[src/rtl/i_ddr_deserializer.sv]
// i_ddr_deserializer: samples pad data on both edges of C and assembles
// WIDTH-bit parallel words (Q[0] = earliest bit) with word-boundary bitslip.
module i_ddr_deserializer #(
  parameter int WIDTH = 4
) (
  input  logic             C,
  input  logic             R,
  input  logic             D,
  input  logic             E,
  input  logic             BITSLIP,
  output logic [WIDTH-1:0] Q,
  output logic             Q_VALID,
  output logic             SLIP_BUSY
);

  localparam int HW = 2 * WIDTH;
  localparam int CW = 4;
  localparam int IW = $clog2(HW);
  localparam logic [CW-1:0] FCNT_LAST = CW'(WIDTH - 1);
  localparam logic [CW-1:0] PCNT_LAST = CW'(WIDTH / 2 - 1);
  localparam logic [CW-1:0] OFF_LAST  = CW'(WIDTH - 1);

  if ((WIDTH % 2) != 0 || WIDTH < 4 || WIDTH > 10) begin : g_bad_width
    $error("i_ddr_deserializer: WIDTH must be even and within 4..10");
  end

  typedef enum logic [1:0] {
    ST_IDLE = 2'd0,
    ST_FILL = 2'd1,
    ST_RUN  = 2'd2
  } state_t;

  state_t          state_q;
  logic            rise_q;
  logic            fall_q;
  logic [HW-1:0]   hist_q;
  logic [HW-1:0]   hist_shift_s;
  logic [CW-1:0]   fcnt_q;
  logic [CW-1:0]   pcnt_q;
  logic [CW-1:0]   off_q;
  logic [CW-1:0]   off_d;
  logic            load_q;
  logic            load_d;
  logic            slip_take_s;
  logic [WIDTH-1:0] window_d;
  logic [IW-1:0]   idx_s;
  logic [WIDTH-1:0] q_q;
  logic            q_valid_q;
  logic            slip_busy_q;

  assign Q         = q_q;
  assign Q_VALID   = q_valid_q;
  assign SLIP_BUSY = slip_busy_q;

  // Newest pair enters at the top: fall (later bit) above rise (earlier bit).
  assign hist_shift_s = {fall_q, rise_q, hist_q[HW-1:2]};

  // A slip is taken only while running, enabled and no slip is outstanding.
  assign slip_take_s = E && BITSLIP && (state_q == ST_RUN) && !slip_busy_q;

  // Next slip offset: wraps back to zero after WIDTH-1.
  always_comb begin
    off_d = off_q;
    if (slip_take_s) begin
      off_d = (off_q == OFF_LAST) ? '0 : off_q + 4'd1;
    end else begin
      off_d = off_q;
    end
  end

  // LOAD request: last fill shift, or pair-counter wrap while running.
  always_comb begin
    load_d = 1'b0;
    if (E && (state_q == ST_FILL) && (fcnt_q == FCNT_LAST)) begin
      load_d = 1'b1;
    end else if (E && (state_q == ST_RUN) && (pcnt_q == PCNT_LAST)) begin
      load_d = 1'b1;
    end else begin
      load_d = 1'b0;
    end
  end

  // Word window HIST[WIDTH-OFF +: WIDTH]; uses the offset as of this cycle.
  always_comb begin
    window_d = '0;
    idx_s    = '0;
    for (int i = 0; i < WIDTH; i++) begin
      idx_s       = IW'(i + WIDTH) - IW'(off_q);
      window_d[i] = hist_q[idx_s];
    end
  end

  // Falling-edge capture of the later bit of each pair.
  always_ff @(negedge C or negedge R) begin
    if (!R) begin
      fall_q <= 1'b0;
    end else if (E) begin
      fall_q <= D;
    end else begin
      fall_q <= fall_q;
    end
  end

  // Rise capture, history shifting, fill/run sequencing and slip offset.
  always_ff @(posedge C or negedge R) begin
    if (!R) begin
      state_q <= ST_IDLE;
      rise_q  <= 1'b0;
      hist_q  <= '0;
      fcnt_q  <= '0;
      pcnt_q  <= '0;
      off_q   <= '0;
      load_q  <= 1'b0;
    end else begin
      load_q <= load_d;
      off_q  <= off_d;
      if (E) begin
        rise_q <= D;
        case (state_q)
          ST_IDLE: begin
            state_q <= ST_FILL;
            fcnt_q  <= '0;
          end
          ST_FILL: begin
            hist_q <= hist_shift_s;
            fcnt_q <= fcnt_q + 4'd1;
            if (fcnt_q == FCNT_LAST) begin
              pcnt_q  <= '0;
              state_q <= ST_RUN;
            end
          end
          ST_RUN: begin
            hist_q <= hist_shift_s;
            if (pcnt_q == PCNT_LAST) begin
              pcnt_q <= '0;
            end else begin
              pcnt_q <= pcnt_q + 4'd1;
            end
          end
          default: begin
            state_q <= ST_IDLE;
          end
        endcase
      end
    end
  end

  // Output stage: deliver a loaded word and track slip-in-flight status.
  always_ff @(posedge C or negedge R) begin
    if (!R) begin
      q_q         <= '0;
      q_valid_q   <= 1'b0;
      slip_busy_q <= 1'b0;
    end else begin
      if (load_q) begin
        q_q       <= window_d;
        q_valid_q <= 1'b1;
      end else begin
        q_valid_q <= 1'b0;
      end
      if (slip_take_s) begin
        slip_busy_q <= 1'b1;
      end else if (load_q) begin
        slip_busy_q <= 1'b0;
      end
    end
  end

endmodule

[config.mk]
export PLATFORM = sky130hd
export DESIGN_NAME = i_ddr_deserializer
export DESIGN_NICKNAME = d
export VERILOG_FILES = /design/src/rtl/i_ddr_deserializer.sv
export SDC_FILE = /design/constraint.sdc
export NUM_CORES = 1
export LEC_CHECK = 0
export ABC_CLOCK_PERIOD_IN_PS = 2700
export CORE_MARGIN = 5
export CORE_UTILIZATION = 58
export CTS_BUF_LIST = sky130_fd_sc_hd__clkbuf_16
export CTS_CLUSTER_DIAMETER = 80
export DETAILED_ROUTE_END_ITERATION = 6
export GPL_TIMING_DRIVEN = 0
export PLACE_DENSITY = 0.86
export SYNTH_ARGS = -nofsm -noshare
export SYNTH_HDL_FRONTEND = slang
export SYNTH_SLANG_ARGS = --single-unit
[constraint.sdc]
create_clock -name C -period 2.7 [get_ports C]
set_clock_uncertainty 0.15 [all_clocks]
set_input_delay 0.54 -clock C [delete_from_list [all_inputs] [get_ports C]]
set_output_delay 0.54 -clock C [all_outputs]
set_load 0.01 [all_outputs]
Word-level counts from Yosys, hierarchy flattened
Cells that the tools add are included.
{ "word_totals": {"regBits": 31, "in_bits": 5, "out_inout_bits": 6, "word_cells": 66} }
{ "classes": {"n_addsub": 7, "magnitude_cmp": 4, "eq_ne": 6, "n_mux": 20, "bitwise": 1, "n_reduce_logical": 17} }
{ "op_table": {"columns": ["operator", "count"], "rows": [
  ["3-bit by 4-bit less-than comparator with 1-bit output (second input constant)", 4],
  ["4-bit case mux with 2 select lines", 2],
  ["4-bit by 1-bit adder with 4-bit output (second input constant)", 3],
  ["1-bit binary-select mux with 3-bit select", 4],
  ["4-bit 2-to-1 mux", 3],
  ["3-bit subtractor (first input constant)", 4],
  ["1-bit 2-to-1 mux", 9],
  ["4-bit by 2-bit == test with 1-bit output (second input constant)", 2],
  ["1-bit logical AND", 7],
  ["2-bit case mux with 3 select lines", 1],
  ["3-bit AND reduction", 2],
  ["2-bit nonzero test", 3],
  ["4-bit by 1-bit == test with 1-bit output (second input constant)", 1],
  ["2-bit AND reduction", 2],
  ["2-bit by 1-bit == test with 1-bit output (second input constant)", 1],
  ["2-bit == test (second input constant)", 1],
  ["2-bit zero test", 1],
  ["2-bit 2-to-1 mux", 1],
  ["2-bit by 1-bit != test with 1-bit output (second input constant)", 1],
  ["2-bit OR reduction", 1],
  ["1-bit zero test", 1],
  ["1-bit NOT", 1]
]} }

Longest topological paths before layout
{ "logic_depth": {"word_depth": 5, "depth_mapped": 6} }

==> results.sh <==
export IMPL_h_tree_depth=2
export IMPL_syn_inst=149
export IMPL_crit_path_max_fanout=2
export IMPL_layout_nets=181
export IMPL_diodes=0
export IMPL_grt_pass1_wl_um=5947
export IMPL_ys_ff_latch=31
export IMPL_drt_iter0_drc=49
export IMPL_yosysWarnings=0
export IMPL_rsz0062_at_grt="no"
export IMPL_vias_per_cell=6.141
export IMPL_io_pins=11
export IMPL_worstHoldPathType="reg -> reg"
export IMPL_die_w_um=63.81
export IMPL_path_delay_family="buffers and inverters"
export IMPL_max_cap_violations=0
export IMPL_max_stage_delay_ns=0.39
export IMPL_cts_root_buf="clkbuf_16"
export IMPL_grt_usage_pct=19.05
export IMPL_yosysSeqAreaShare_pct=46.20
export IMPL_synth_nets=164
export IMPL_relSlewSlack_pct=48.81
export IMPL_grt_ovfl_total=0
export IMPL_drive_above_1_share_pct=10.78
export IMPL_drt_pass1_iter_count=4
export IMPL_power_density_nw_per_um2=1088
export IMPL_yosysUniqueCellTypes=31
export IMPL_setup_tns_ns=0
export IMPL_peakVddDrop_v=0.0009245
export IMPL_ant_nets=0
export IMPL_cts_tree="yes"
export IMPL_synthTopCellsByArea="dfrtp_1 (45%), mux4_1 (9.4%), ha_1 (7.5%)"
export IMPL_crit_buf_inv=1
export IMPL_dp_hpwl_um=2301
export IMPL_cpMaxStageDelayCell="clkdlybuf4s50_1"
export IMPL_finalWeightedCongestion=0.7716
export IMPL_areaGrowthSynthToFinish_pct=18.63
export IMPL_cts_sinks=31
export IMPL_yosysTopAreaCell="dfrtp_1"
export IMPL_wl_per_cell_um=16.67
export IMPL_cp_cell_sequence="clkdlybuf4s50_1, nand2_1, o21ai_0"
export IMPL_post_place_ws_ns=-0.8930
export IMPL_n_fill_cell=205
export IMPL_initial_utilization_pct=60.89
export IMPL_worst_ep_required_time_ns=1.34
export IMPL_cts_buffers=5
export IMPL_worst_setup_path_end_kind="register"
export IMPL_die_area_sq_um=4071
export IMPL_final_hold_violation_count=0
export IMPL_totalWireLength_um=3300
export IMPL_setup_slack_ns=0.2647
export IMPL_grt_pass1_vias=1314
export IMPL_post_cts_buffers=0
export IMPL_io_buffer_count=10
export IMPL_route_detailed_drc=0
export IMPL_ctsHoldBuffers=0
export IMPL_finalSetupViolCount=0
export IMPL_vias=1216
export IMPL_clk_pin_slew_worst_paths_ns=0.05
export IMPL_status="finished clean"
export IMPL_placementRows=19
export IMPL_crit_type="in -> reg"
export IMPL_clockBufferDepth=2
export IMPL_drv_slew=0
export IMPL_grt_max_degree=32
export IMPL_cp_arrival_ns=1.08
export IMPL_core_area_sq_um=2758
export IMPL_async_reset_ff_share_pct=100.0
export IMPL_tightest_slew_ns=0.7678
export IMPL_leakagePower_uw=0.0009109
export IMPL_synth_cell_area_sq_um=1679
export IMPL_critPathLaunchType="input pin"
export IMPL_utilization_pct=72.23
export IMPL_grt_antenna_before_repair=0
export IMPL_yosysTopAreaCellShare_pct=44.71
export IMPL_ys_flop_type="dfrtp_1"
export IMPL_synth_area_per_cell_sq_um=11.27
export IMPL_synth_edf_count=0
export IMPL_worstSkewPairLatency_ns=0.30
export IMPL_dieHeight_um=63.81
-- cell usage in the layout (no fill, tap or decap), types with 3 or more instances in the layout --
cell              n
a21oi_1           5
clkbuf_16         5
clkdlybuf4s50_1   8
dfrtp_1          30
ha_1             10
inv_1            12
mux2_2            7
mux2i_1           8
mux4_1            6
nand2_1          15
nand2b_1          3
nand3_1           5
nor2_1            3
nor2b_1           4
o21ai_0          19
-- stage by stage --
step / cell area [sq um] / std cells / hold WS, ns / total power (uW)
6_report: 1992 / 198 / 0.2366 / 2167
5_1_grt: 1992 / 198 / 0.2480 / 2317
4_1_cts: 1986 / 198 / 0.2432 / 2171
3_5_place_dp: 1818 / 190 / 0.2320 / 1529
3_3_place_gp: 1818 / 190 / 0.2062 / 1459
2_1_floorplan: 1679 / 149 / 0.09441 / 1289
-- report_power, final --
part	switching, uW	leakage [uW]	internal [uW]
logic	376	0.000431	422
clock network	201	0.0000812	429
registers	136	0.000399	604
-- layer usage --
layer  track usage [%]  share of wire, %
met1             21.67                40
met2             29.90                49
met3             8.581               6.6
met4             10.13               3.7
met5                 0                 0
-- logic make-up after synthesis --
kind of cell	count (synthesis)	synth area share, %
simple gates	37	11.62
compound gates	32	10.43
flops	31	46.20
mux	21	18.85
buf+inv	15	3.874
fa+ha+maj	10	7.452
xor+xnor	3	1.565
-- state kept, by name (all words and copies together) (netlist names) --
register	cells
hist_q	8
Q	4
fcnt_q	4
off_q	4
pcnt_q	4
state_q	2
Q_VALID	1
SLIP_BUSY	1
fall_q	1
load_q	1
rise_q	1
-- what timing repair did --
action                                  CTS  global route
endpoints found under the setup margin    2             1
endpoints found under the hold margin     0             0
resized for setup                         4             2
-- cells in the mapped netlist, types with 2 or more instances --
cell and instances:
nand2b_1 3, a21o_1 2, mux4_1 6, mux2i_1 8
nand2_1 15, a21oi_1 5, xnor2_1 2, dfrtp_1 30
nor2b_1 4, ha_1 10, o21ai_1 2, o21ai_0 19
inv_1 12, or3b_1 2, nand3_1 5, mux2_2 7
nor2_1 3
-- cell type report --
| class | instances | area, sq um | area share (%) |
|---|---|---|---|
| clock inverters | 3 | 38.79 | 1.947 |
| inverters | 12 | 45.04 | 2.261 |
| well taps | 31 | 38.79 | 1.947 |
| clock buffers | 5 | 125.1 | 6.281 |
| flip-flops and latches | 31 | 775.7 | 38.94 |
| multi-input cells | 103 | 838.3 | 42.09 |
| plain buffers | 3 | 26.28 | 1.319 |
| repair buffers | 10 | 103.9 | 5.214 |
-- final timing paths --
| check | to | startpoint | slack [ns] | cells past startpoint |
|---|---|---|---|---|
| max | fall_q$_DFFE_NN0P_ | D | 0.26 | 3 |
| min | Q_VALID$_DFF_PN0_ | load_q$_DFF_PN0_ | 0.24 | 0 |
| min in group asynchronous | SLIP_BUSY$_DFFE_PN0P_ | R | 0.28 | 1 |
| max in group asynchronous | fall_q$_DFFE_NN0P_ | R | 0.40 | 1 |
| min reg2reg | Q_VALID$_DFF_PN0_ | load_q$_DFF_PN0_ | 0.24 | 0 |
| max reg2reg | Q[2]$_DFFE_PN0P_ | off_q[0]$_DFFE_PN0P_ | 0.46 | 6 |
(Power assumes the default switching activity.)
